File: src/rtl/branch_predictor_bht_if.sv
// branch_predictor_bht_if
// Groups the ID-stage lookup signals and the MEM-stage training signals that
// pass between the pipeline datapath and the dynamic branch predictor.
//   master : datapath side (drives PC/branch/stall and the MEM-carried fields)
//   slave  : predictor side (returns prediction, index and GHR snapshot)
// Qualifiers: a lookup is accepted when branchD=1 and stallD=0. An update is
// accepted when update_enM=1 and stallM=0. No ready/backpressure exists; a
// held update under stallM is simply ignored until its unstalled cycle.
interface branch_predictor_bht_if #(
    parameter int INDEX_W = 6,
    parameter int GHR_W   = 0
);
    localparam int GW = (GHR_W > 0) ? GHR_W : 1;

    // ID stage
    logic [31:0]        pcD;
    logic               branchD;
    logic               stallD;
    logic               pred_takeD;
    logic [INDEX_W-1:0] pred_idxD;
    logic [GW-1:0]      ghrD;

    // MEM stage
    logic               update_enM;
    logic [INDEX_W-1:0] update_idxM;
    logic [GW-1:0]      ghrM;
    logic               pred_takeM;
    logic               actual_takeM;
    logic               stallM;

    modport master (
        output pcD, branchD, stallD,
        output update_enM, update_idxM, ghrM, pred_takeM, actual_takeM, stallM,
        input  pred_takeD, pred_idxD, ghrD
    );

    modport slave (
        input  pcD, branchD, stallD,
        input  update_enM, update_idxM, ghrM, pred_takeM, actual_takeM, stallM,
        output pred_takeD, pred_idxD, ghrD
    );
endinterface

File: src/rtl/branch_predictor_bht.sv
// branch_predictor_bht
// Table of 2^INDEX_W saturating counters, optionally indexed gshare-style by
// XOR with a global history register. Predicts combinationally in ID and
// trains from the outcome resolved in MEM; a misprediction repairs the GHR
// from the snapshot carried down the pipeline.
// Ports:
//   clk, rst     : clock, asynchronous active-high reset
//   bp (slave)   : ID lookup and MEM update signals (see interface)
//   lookup_cnt   : number of accepted lookups (wraps modulo 2^32)
//   mispred_cnt  : number of accepted mispredicted updates (wraps)
module branch_predictor_bht #(
    parameter int INDEX_W = 6,
    parameter int CNT_W   = 2,
    parameter int GHR_W   = 0
) (
    input  logic                   clk,
    input  logic                   rst,
    branch_predictor_bht_if.slave  bp,
    output logic [31:0]            lookup_cnt,
    output logic [31:0]            mispred_cnt
);
    localparam int ENTRIES = 1 << INDEX_W;
    localparam int GW      = (GHR_W > 0) ? GHR_W : 1;
    // Weakly not-taken; evaluates to 0 for single-bit counters.
    localparam logic [CNT_W-1:0] CNT_INIT = CNT_W'((1 << (CNT_W - 1)) - 1);
    localparam logic [CNT_W-1:0] CNT_MAX  = '1;

    logic [CNT_W-1:0]   cntTable [ENTRIES];
    logic [GW-1:0]      ghr;
    logic [GW-1:0]      ghrNext;
    logic [INDEX_W-1:0] ghrIdx;
    logic [INDEX_W-1:0] predIdx;
    logic               predTake;
    logic               lookupFire;
    logic               upd;
    logic               mis;
    logic [CNT_W-1:0]   cntOld;
    logic [CNT_W-1:0]   cntNew;
    logic               unusedPcBits;

    assign unusedPcBits = ^{bp.pcD[31:INDEX_W+2], bp.pcD[1:0]};

    // ---------------- lookup (ID) ----------------
    assign predIdx    = bp.pcD[INDEX_W+1:2] ^ ghrIdx;
    assign predTake   = bp.branchD & cntTable[predIdx][CNT_W-1];
    assign lookupFire = bp.branchD & ~bp.stallD;

    assign bp.pred_idxD  = predIdx;
    assign bp.pred_takeD = predTake;
    assign bp.ghrD       = ghr;

    // ---------------- training (MEM) ----------------
    assign upd    = bp.update_enM & ~bp.stallM;
    assign mis    = upd & (bp.pred_takeM ^ bp.actual_takeM);
    assign cntOld = cntTable[bp.update_idxM];

    always_comb begin
        cntNew = cntOld;
        if (bp.actual_takeM) begin
            if (cntOld != CNT_MAX) cntNew = cntOld + 1'b1;
        end else begin
            if (cntOld != '0) cntNew = cntOld - 1'b1;
        end
    end

    // No bypass: a same-cycle lookup of the written index sees the old value.
    always_ff @(posedge clk or posedge rst) begin
        if (rst) begin
            for (int i = 0; i < ENTRIES; i++) cntTable[i] <= CNT_INIT;
        end else if (upd) begin
            cntTable[bp.update_idxM] <= cntNew;
        end
    end

    // ---------------- global history ----------------
    // Repair from the MEM snapshot beats the ID speculative shift; the ID
    // instruction is flushed in that cycle so its shift must be dropped.
    generate
        if (GHR_W == 0) begin : g_noGhr
            logic unusedGhrM;
            assign unusedGhrM = ^bp.ghrM;
            assign ghrIdx     = '0;
            assign ghrNext    = '0;
        end else if (GHR_W == 1) begin : g_ghr1
            assign ghrIdx = INDEX_W'(ghr);
            always_comb begin
                ghrNext = ghr;
                if (mis)             ghrNext = bp.actual_takeM;
                else if (lookupFire) ghrNext = predTake;
            end
        end else begin : g_ghrN
            assign ghrIdx = INDEX_W'(ghr);
            always_comb begin
                ghrNext = ghr;
                if (mis)             ghrNext = {bp.ghrM[GHR_W-2:0], bp.actual_takeM};
                else if (lookupFire) ghrNext = {ghr[GHR_W-2:0], predTake};
            end
        end
    endgenerate

    always_ff @(posedge clk or posedge rst) begin
        if (rst) ghr <= '0;
        else     ghr <= ghrNext;
    end

    // ---------------- statistics ----------------
    always_ff @(posedge clk or posedge rst) begin
        if (rst) begin
            lookup_cnt  <= '0;
            mispred_cnt <= '0;
        end else begin
            if (lookupFire) lookup_cnt  <= lookup_cnt + 32'd1;
            if (mis)        mispred_cnt <= mispred_cnt + 32'd1;
        end
    end
endmodule

File: src/flat_wrapper.sv
// flat-port wrapper written by rule: the top's interface ports become plain ports
module branch_predictor_bht_flat 
#(
    parameter int INDEX_W = 6,
    parameter int CNT_W   = 2,
    parameter int GHR_W   = 0
)
  (clk, rst, lookup_cnt, mispred_cnt, bp_pcD, bp_branchD, bp_stallD, bp_update_enM, bp_update_idxM, bp_ghrM, bp_pred_takeM, bp_actual_takeM, bp_stallM, bp_pred_takeD, bp_pred_idxD, bp_ghrD);
  branch_predictor_bht_if #(.INDEX_W(INDEX_W), .GHR_W(GHR_W)) bp_i ();
  input  logic clk;
  input  logic rst;
  output logic [31:0] lookup_cnt;
  output logic [31:0] mispred_cnt;
  input wire logic [$bits(bp_i.pcD)-1:0] bp_pcD;
  input wire logic [$bits(bp_i.branchD)-1:0] bp_branchD;
  input wire logic [$bits(bp_i.stallD)-1:0] bp_stallD;
  input wire logic [$bits(bp_i.update_enM)-1:0] bp_update_enM;
  input wire logic [$bits(bp_i.update_idxM)-1:0] bp_update_idxM;
  input wire logic [$bits(bp_i.ghrM)-1:0] bp_ghrM;
  input wire logic [$bits(bp_i.pred_takeM)-1:0] bp_pred_takeM;
  input wire logic [$bits(bp_i.actual_takeM)-1:0] bp_actual_takeM;
  input wire logic [$bits(bp_i.stallM)-1:0] bp_stallM;
  output wire logic [$bits(bp_i.pred_takeD)-1:0] bp_pred_takeD;
  output wire logic [$bits(bp_i.pred_idxD)-1:0] bp_pred_idxD;
  output wire logic [$bits(bp_i.ghrD)-1:0] bp_ghrD;
  assign bp_i.pcD = bp_pcD;
  assign bp_i.branchD = bp_branchD;
  assign bp_i.stallD = bp_stallD;
  assign bp_i.update_enM = bp_update_enM;
  assign bp_i.update_idxM = bp_update_idxM;
  assign bp_i.ghrM = bp_ghrM;
  assign bp_i.pred_takeM = bp_pred_takeM;
  assign bp_i.actual_takeM = bp_actual_takeM;
  assign bp_i.stallM = bp_stallM;
  assign bp_pred_takeD = bp_i.pred_takeD;
  assign bp_pred_idxD = bp_i.pred_idxD;
  assign bp_ghrD = bp_i.ghrD;
  branch_predictor_bht #(.INDEX_W(INDEX_W), .CNT_W(CNT_W), .GHR_W(GHR_W)) u_core (.clk(clk), .rst(rst), .bp(bp_i), .lookup_cnt(lookup_cnt), .mispred_cnt(mispred_cnt));
endmodule
File: config.mk
export PLATFORM = sky130hd
export DESIGN_NAME = branch_predictor_bht_flat
export DESIGN_NICKNAME = d
export VERILOG_FILES = /design/src/rtl/branch_predictor_bht_if.sv /design/src/rtl/branch_predictor_bht.sv /design/src/flat_wrapper.sv
export SDC_FILE = /design/constraint.sdc
export NUM_CORES = 1
export LEC_CHECK = 0
export ABC_CLOCK_PERIOD_IN_PS = 7550
export BUFFER_PORTS_ARGS = -buffer_cell sky130_fd_sc_hd__buf_2
export CAP_MARGIN = 20
export CORE_ASPECT_RATIO = 0.6
export CORE_MARGIN = 2
export CORE_UTILIZATION = 40
export CTS_BUF_LIST = sky130_fd_sc_hd__clkbuf_8 sky130_fd_sc_hd__clkbuf_16
export DETAILED_ROUTE_END_ITERATION = 8
export SLEW_MARGIN = 0
export SYNTH_ARGS = -nofsm -noshare
export SYNTH_HDL_FRONTEND = slang
export SYNTH_SLANG_ARGS = --single-unit
export TNS_END_PERCENT = 5
File: constraint.sdc
create_clock -name clk -period 7.55 [get_ports clk]
set_clock_uncertainty 0.15 [all_clocks]
set_input_delay 0.3775 -clock clk [delete_from_list [all_inputs] [get_ports clk]]
set_output_delay 0.3775 -clock clk [all_outputs]
set_load 0.1 [all_outputs]
-- Yosys cells after proc, flatten, opt, wreduce, memory -nomap -nowiden
Index checks and enable logic that the tools add are counted.
- bits in registers: 192
- output and inout bits: 72
- RAM bits: 0
- bits in latches: 0
- memories: 0
- bits of input ports: 47
- logic and storage cells: 97
- memory bits (read-only): 0
- shifts and indexed selects: 0
- eq/ne operators: 1
- $lt $le $gt $ge: 3
- div/mod/pow operators: 0
- add/sub/neg operators: 4
- multiply operators: 0
- mux-type cells: 12
- reduce and logical (&&, ||, !) cells: 2
- bitwise gates (word level): 9
- operators with widths (kind ; count):
    $bwmux 128 ; 1
    $add 32x1->32 const B ; 2
    $bmux 2 s6 ; 2
    $mux 2 ; 8
    $ge 7x7->1 const B ; 2
    $not 6->7 ; 2
    $demux 2 s6 ; 1
    $lt 7x1->1 const B ; 1
    $and 1x1->1 ; 4
    $add 2x1->2 const B ; 1
    $ne 2x2->1 const B ; 1
    $not 1->1 ; 2
    $reduce_bool 2->1 ; 1
    $sub 2x1->2 const B ; 1
    $logic_and 1x1->1 ; 1
    $xor 1x1->1 ; 1

-- Logic depth before layout (Yosys ltp)
Gate-level depths: netlist of the first run.
- depth in word-level cells: 8
- mapped depth: 11
- depth with buffers taken out: 8

-- Worst setup path after synthesis of the first run
Ideal clock, no wire load.
- kind: input-to-output
- start: in bp_pcD[2]
- end: out bp_pred_takeD
- path slack: 3925 ps
- data arrival time: 3097 ps
- buffers on the path: 2
- stages on the path: 6
- required time: 7023 ps
- cell sequence: buf_2 > buf_1 > mux4_2 > mux4_2 > mux4_2 > and2_1
- longest elaborated chain between the ends: 5
- ends and longest elaborated chain (item ; RTL line ; RTL):
    start: declaration ; flat_wrapper.sv:14 ; input wire logic [$bits(bp_i.pcD)-1:0] bp_pcD;
    $not 6->7 (implied by the code) ; branch_predictor_bht.sv:45 ; assign predTake = bp.branchD & cntTable[predIdx][CNT_W-1];
    $bmux 2 s6 ; branch_predictor_bht.sv:45 ;
    $mux 2 (implied by the code) (2 in series) ; branch_predictor_bht.sv:45 ;
    $and 1x1->1 ; branch_predictor_bht.sv:45 ;
    end: declaration ; flat_wrapper.sv:23 ; output wire logic [$bits(bp_i.pred_takeD)-1:0] bp_pred_takeD;
Every way passes these cells. The select of a mux whose other input is x is not followed.

-- Final worst setup path of the first run
- start: in bp_update_idxM[2]
- end: reg u_core.cntTable[0] in the netlist's numbering
- longest elaborated chain between the ends: 8
- elaborated cells on any way between the ends: 17
- classes of those cells: add/sub: 2; order compare: 2; eq/ne: 1; mux: 9; bitwise: 1; reduce/logical: 2
- ends and longest elaborated chain (item ; RTL line ; RTL):
    start: declaration ; flat_wrapper.sv:18 ; input wire logic [$bits(bp_i.update_idxM)-1:0] bp_update_idxM;
    $not 6->7 (implied by the code) (*) ; branch_predictor_bht.sv:55, branch_predictor_bht.sv:71 ;
    $bmux 2 s6 ; branch_predictor_bht.sv:55 ; assign cntOld = cntTable[bp.update_idxM];
    $mux 2 (implied by the code) (2 in series) ; branch_predictor_bht.sv:55 ;
    $sub 2x1->2, or another cell as far along ; branch_predictor_bht.sv:62 ; if (cntOld != '0) cntNew = cntOld - 1'b1;
    $mux 2 (on tied branches) ; branch_predictor_bht.sv:62, branch_predictor_bht.sv:60 ;
    $mux 2 ; branch_predictor_bht.sv:59 ; if (bp.actual_takeM) begin
    $bwmux 128 (*) ; branch_predictor_bht.sv:71 ; cntTable[bp.update_idxM] <= cntNew;
    end signal: indexed assignment ; branch_predictor_bht.sv:71 ;
    end: declaration ; branch_predictor_bht.sv:28 ; logic [CNT_W-1:0] cntTable [ENTRIES];
Every way passes the cells marked *; elsewhere a longest branch is shown, timed or not. The select of a mux whose other input is x is not followed.
A chain may end at the register's enable or synchronous reset.

==> flow_metrics.env, run 1 <==
export IMPL_status="finished clean"
export IMPL_yosysTopAreaCell="sky130_fd_sc_hd__dfrtp_1"
export IMPL_area_growth_pct=12.7
export IMPL_initial_core_util_pct=40.4
export IMPL_timing_final_crit_share_pct=51.9
export IMPL_htree_num_levels=4
export IMPL_register_area_share_after_synthesis_pct=50.5
export IMPL_grt_start_max_net_pins=117
export IMPL_grt_antenna_before_repair=0
export IMPL_worst_setup_path_end_kind="flip-flop"
export IMPL_design_final_nets=1008
export IMPL_hold_path_cell_count=4
export IMPL_antenna_left=0
export IMPL_fin_cells=1294
export IMPL_drt_pass1_iterations=5
export IMPL_critPathSlowestCell="sky130_fd_sc_hd__maj3_4"
export IMPL_detail_route_wirelength_um=24600
export IMPL_routed_wirelength_normalized_by_instance_count_um=19.0
export IMPL_post_route_drc_count=0
export IMPL_gp_routability_congestion=0.837
export IMPL_maxClockFrequency_mhz=255
export IMPL_number_of_clock_sinks=192
export IMPL_ys_seq_elements=192
export IMPL_cp_data_required_time_ns=7.75
export IMPL_die_h_um=124
export IMPL_synth_main_ff_cell="sky130_fd_sc_hd__dfrtp_1"
export IMPL_die_width_um=205
export IMPL_cts_root_to_sink_buffers=2
export IMPL_place_detailed_hpwl_um=16200
export IMPL_timing_final_max_slew_violations=0
export IMPL_clockRootBuffer="sky130_fd_sc_hd__clkbuf_16"
export IMPL_initialDrtViolationCount=618
export IMPL_p_leak_nw=4.74
export IMPL_grt_usage_pct=20.6
export IMPL_number_of_warnings_reported_in_the_yosys_synthesis_log=0
export IMPL_timing_critical_path_cells="buf_2, buf_4, clkinv_1, mux2_2, a22oi_1, o211ai_1, and4bb_2, maj3_4, buf_4, o21ai_0"
export IMPL_placed_area_um2=10300
export IMPL_synth_cells_most_frequent="219 x sky130_fd_sc_hd__nand2_1, 128 x sky130_fd_sc_hd__dfrtp_1, 67 x sky130_fd_sc_hd__o21ai_0"
export IMPL_largest_stage_delay_worst_path_ns=0.67
export IMPL_slew_limit_headroom_pct=22.0
export IMPL_crit_family="buffers and inverters"
export IMPL_preCtsSetupSlack_ns=3.18
export IMPL_power_per_cell_area_nw_per_um2=240
export IMPL_port_buffers=90
export IMPL_cp_arrival_ns=4.12
export IMPL_postSynthCellCount=886
export IMPL_synthesis_area_per_instance_um2=10.9
export IMPL_postSynthNetCount=935
export IMPL_worst_path_buf_inv=4
export IMPL_clock_buffer_count_from_cts=17
export IMPL_max_vdd_ir_drop_mv=0.288
export IMPL_reg2regPathDepth=8
export IMPL_wire_length_of_the_first_global_routing_pass_um=40000
export IMPL_die_area_um2=25500
export IMPL_tritoncts="built"
export IMPL_final_util_pct=45.5
export IMPL_ios=119
export IMPL_setup_violations_final=0
export IMPL_synth_cell_area_um2=9670
export IMPL_synth_top_cells_by_area="sky130_fd_sc_hd__dfrtp_1 33%, sky130_fd_sc_hd__dfstp_2 17%, sky130_fd_sc_hd__nand2_1 8.5%"
export IMPL_criticalPathCategory="input port to flip-flop"
export IMPL_stdcell_area_um2=10900
export IMPL_postcts_resize_cnt=0
export IMPL_hold_violations=0
export IMPL_dp_cells=1259
export IMPL_cp_start_kind="input port"
export IMPL_grt_remaining_overflow=0
export IMPL_via_count_of_the_first_global_routing_pass=6829
export IMPL_critical_path_cell_count=10
export IMPL_synth_edff_count=0
export IMPL_grt_setup_unrepaired="false"
export IMPL_max_slew_worst_pin_slew_ns=1.17
export IMPL_fin_worst_hold_slack_ns=0.208
export IMPL_worst_setup_hold_path_clk_slew_ns=0.07
export IMPL_post_synth_arst_share_pct=100
export IMPL_max_cap_viol_count=0
export IMPL_post_synth_top_area_fraction_pct=33.1
export IMPL_clk_latency_ns=0.45
export IMPL_layout_min_cycle_time_ns=3.92
export IMPL_drive_gt1_share_pct=30.1
export IMPL_critPathMaxFanout=43
export IMPL_path_common_cell="sky130_fd_sc_hd__buf_4"
export IMPL_synth_lib_cells_used_distinct=56
export IMPL_core_rowCount=44
export IMPL_diodes=0
export IMPL_num_vias=6989
export IMPL_routed_via_density=5.40
export IMPL_setup_tns_final_ns=0
export IMPL_synth_most_common_cell="sky130_fd_sc_hd__nand2_1"
export IMPL_worst_slack_ns=3.63
export IMPL_hold_path_class="input port to flip-flop"
export IMPL_totalPowerFinal_mw=2.61
export IMPL_core_region_area_um2=23900
-- layout make-up --
| type | instances | area, um^2 |
|---|---|---|
| Fill cell | 2283 | 13100 |
| Tap cell | 322 | 403 |
| Sequential cell | 192 | 4880 |
| Inverter | 10 | 45.0 |
| Timing Repair Buffer | 101 | 551 |
| Multi-Input combinational cell | 637 | 4410 |
| Clock inverter | 13 | 148 |
| Clock buffer | 19 | 453 |
-- where the power goes --
part / switching [mW] / internal, mW / leakage (nW)
clock network: 0.394 / 0.534 / 0.304
logic: 0.384 / 0.121 / 2.01
registers: 0.0595 / 1.12 / 2.42
total: 0.837 / 1.78 / 4.74
-- layout by cell type (no fill, tap or decap), types with 23 or more instances in the layout --
cell type                   n
sky130_fd_sc_hd__buf_2     92
sky130_fd_sc_hd__dfrtp_1  128
sky130_fd_sc_hd__dfstp_2   64
sky130_fd_sc_hd__mux4_2    23
sky130_fd_sc_hd__nand2_1  219
sky130_fd_sc_hd__nand3_1   23
sky130_fd_sc_hd__nor2_1    23
sky130_fd_sc_hd__o21ai_0   67
sky130_fd_sc_hd__o21ai_2   60
sky130_fd_sc_hd__xnor2_1   46
-- flip-flops by register name (all words and copies together) (netlist names) --
register and flops:
u_core.mispred_cnt 32, u_core.lookup_cnt 32, u_core.cntTable 128
-- cell families after synthesis --
| group | Yosys count | share of synthesized area (%) |
|---|---|---|
| muxes | 57 | 10.9 |
| and+or+nand+nor | 338 | 15.7 |
| other | 1 | 0.0388 |
| DFF | 192 | 50.5 |
| AOI/OAI and AO/OA | 174 | 12.7 |
| buffers and inverters | 57 | 3.94 |
| xor gates and xnor gates | 63 | 5.71 |
| adders and majority gates | 4 | 0.518 |
-- worst paths after layout --
| check | from | to | slack, ns |
|---|---|---|---|
| setup / recovery | bp_update_idxM[2] | u_core.cntTable[0] | 3.63 |
| hold / removal | bp_stallD | u_core.lookup_cnt[3] | 0.21 |
| setup reg to reg | u_core.cntTable[29] | u_core.cntTable[0] | 3.97 |
| hold reg to reg | u_core.mispred_cnt[31] | u_core.mispred_cnt[31] | 0.32 |
| max in group asynchronous | rst | u_core.cntTable[91] | 5.19 |
| min in group asynchronous | rst | u_core.lookup_cnt[22] | 0.50 |
-- repair_timing --
item	CTS	global route
buffers inserted	0	0
hold buffers	1	0
endpoints found under the hold margin	78	0
-- metal layers --
| layer | global-route usage (%) | share of wire, % |
|---|---|---|
| met1 | 33.0 | 50 |
| met2 | 27.2 | 40 |
| met3 | 4.53 | 8.5 |
| met4 | 5.84 | 1.2 |
| met5 | 0 | 0 |
-- worst reg2reg max path, delay by kind of cell (launching register included) --
family	cells	cell delay [ns]
adder cells (fa/ha/maj)	1	0.67
AO/OA/AOI/OAI	3	0.53
AND/OR/NAND/NOR	1	0.35
buffers and inverters	1	0.55
flip-flops	1	0.41
multiplexers	2	0.85
Power figures use the tool's default switching activity.
==> run 2: changes to the inputs <==
- ABC_CLOCK_PERIOD_IN_PS: 7550 -> 3700
- clock period: 7.55 -> 3.7 ns (I/O delays scaled with it)
==> flow_metrics.env, run 2 (same netlist as run 1, synthesis figures left out) <==
export IMPL_status="finished clean"
export IMPL_clk_latency_ns=0.44
export IMPL_totalPowerFinal_mw=5.34
export IMPL_wire_length_of_the_first_global_routing_pass_um=40500
export IMPL_worst_slack_ns=0.474
export IMPL_most_common_library_cell_in_the_layout_ignoring_fill_and_taps="sky130_fd_sc_hd__nand2_1"
export IMPL_critical_path_cell_count=5
export IMPL_origin_of_the_worst_setup_path="u_core.cntTable[33]"
export IMPL_num_vias=7100
export IMPL_grt_setup_unrepaired="false"
export IMPL_layout_cells_most_common_list="219 x sky130_fd_sc_hd__nand2_1, 128 x sky130_fd_sc_hd__dfrtp_1, 90 x sky130_fd_sc_hd__buf_2"
export IMPL_critPathSlowestCell="sky130_fd_sc_hd__mux4_2"
export IMPL_max_vdd_ir_drop_mv=0.571
export IMPL_die_width_um=205
export IMPL_p_clk_share_pct=35.1
export IMPL_setup_violations_final=0
export IMPL_crit_family="multiplexers"
export IMPL_core_region_area_um2=23900
export IMPL_postcts_resize_cnt=0
export IMPL_detail_route_wirelength_um=25300
export IMPL_routed_via_density=5.40
export IMPL_max_cap_viol_count=0
export IMPL_grt_usage_pct=20.9
export IMPL_place_detailed_hpwl_um=17400
export IMPL_initialDrtViolationCount=583
export IMPL_critPathMaxFanout=3
export IMPL_cp_arrival_ns=2.89
export IMPL_holdCritStartpoint="bp_pred_takeM"
export IMPL_worst_r2r_endpoint="u_core.cntTable[87]"
export IMPL_timing_final_crit_share_pct=87.2
export IMPL_design_final_nets=1029
export IMPL_power_per_cell_area_nw_per_um2=481
export IMPL_grt_antenna_before_repair=0
export IMPL_top_regs="u_core.cntTable (128), u_core.lookup_cnt (32), u_core.mispred_cnt (32)"
export IMPL_number_of_clock_sinks=192
export IMPL_power_switching_share_pct=32.7
export IMPL_path_common_cell="sky130_fd_sc_hd__mux4_2"
export IMPL_worst_setup_path_end_kind="output pin"
export IMPL_min_to="u_core.mispred_cnt[3]"
export IMPL_area_growth_pct=15.0
export IMPL_die_area_um2=25500
export IMPL_core_rowCount=44
export IMPL_layout_min_cycle_time_ns=3.23
export IMPL_clock_buffer_count_from_cts=17
export IMPL_grt_remaining_overflow=0
export IMPL_cp_data_required_time_ns=3.37
export IMPL_regToRegStartpoint="u_core.cntTable[21]"
export IMPL_initial_core_util_pct=40.4
export IMPL_max_reg_flops=128
export IMPL_cp_start_kind="flip-flop"
export IMPL_via_count_of_the_first_global_routing_pass=6866
export IMPL_slew_limit_headroom_pct=44.8
export IMPL_timing_final_max_slew_violations=0
export IMPL_htree_num_levels=4
export IMPL_p_leak_nw=4.85
export IMPL_post_route_drc_count=0
export IMPL_antenna_left=0
export IMPL_p_comb_share_pct=19.8
export IMPL_maxClockFrequency_mhz=310
export IMPL_reg2reg_slack_ns=0.87
export IMPL_port_buffers=90
export IMPL_largest_stage_delay_worst_path_ns=0.54
export IMPL_drt_pass1_iterations=5
export IMPL_grt_start_max_net_pins=120
export IMPL_hold_path_cell_count=4
export IMPL_clockRootBuffer="sky130_fd_sc_hd__clkbuf_16"
export IMPL_reg2regPathDepth=8
export IMPL_criticalPathCategory="flip-flop to output pin"
export IMPL_total_switching_power_mw=1.75
export IMPL_ios=119
export IMPL_max_slew_worst_pin_slew_ns=0.822
export IMPL_worst_path_buf_inv=1
export IMPL_p_int_mw=3.60
export IMPL_hold_path_class="input port to flip-flop"
export IMPL_worst_setup_hold_path_clk_slew_ns=0.07
export IMPL_seq_power_share_pct=45.1
export IMPL_die_h_um=124
export IMPL_drive_gt1_share_pct=31.6
export IMPL_preCtsSetupSlack_ns=0.357
export IMPL_cts_root_to_sink_buffers=2
export IMPL_fin_worst_hold_slack_ns=0.0364
export IMPL_tritoncts="built"
export IMPL_setup_tns_final_ns=0
export IMPL_gp_routability_congestion=0.840
export IMPL_hold_violations=0
export IMPL_diodes=0
export IMPL_registers_top_by_ff_count="u_core.cntTable"
export IMPL_timing_critical_path_cells="mux4_2, mux4_2, mux4_2, and2_1, buf_2"
export IMPL_routed_wirelength_normalized_by_instance_count_um=19.2
==> run 2: repair_timing <==
action,in CTS,in global routing
setup buffers,0,0
hold buffers,2,0
setup endpoints to repair,0,0
endpoints found under the hold margin,132,0
==> run 2: worst register-to-register path, delay by kind of cell (launching register included) <==
family,cells,cell delay [ns]
multiplexers,2,0.88
flip-flops,1,0.40
buffers and inverters,1,0.20
AND/OR/NAND/NOR,1,0.36
AO/OA/AOI/OAI,3,0.48
adder cells (fa/ha/maj),1,0.25
==> run 2: how the worst max path moves through the flow <==
stage / end
after floorplan: bp_pred_takeD
after global placement: u_core.cntTable[91]
after detailed placement: u_core.cntTable[87]
after CTS: bp_pred_takeD
after global routing: bp_pred_takeD
final: bp_pred_takeD
==> run 2: power groups by stage <==
stage	sequential, mW	combinational (mW)	clock (mW)
final	2.41	1.06	1.88
after global routing	2.43	1.12	2.01
after CTS	2.41	1.06	1.92
after detailed placement	2.44	1.06	0
after global placement	2.44	1.04	0
after floorplan	2.81	0.466	0
==> run 2: metal layers <==
metal | wire, um | global-route usage, %
met1 | 12500 | 32.8
met2 | 10200 | 27.6
met3 | 2330 | 6.41
met4 | 282 | 4.94
met5 | 0 | 0
==> run 2: layout make-up <==
type,instances,area (um^2)
inverter,10,41.3
tap,322,403
fill,2272,12800
clock inverter,13,136
multi-input combinational,637,4400
sequential,192,4880
clock buffer,19,453
timing repair buffer,122,796
==> run 2: per-stage QoR <==
stage | util (%) | instances | instance area [um^2]
2_1_floorplan | - | 886 | 9670
3_3_place_gp | 43.9 | 1281 | 10500
3_5_place_dp | 43.9 | 1281 | 10500
4_1_cts | 46.4 | 1315 | 11100
5_1_grt | 46.4 | 1315 | 11100
6_report | 46.4 | 1315 | 11100
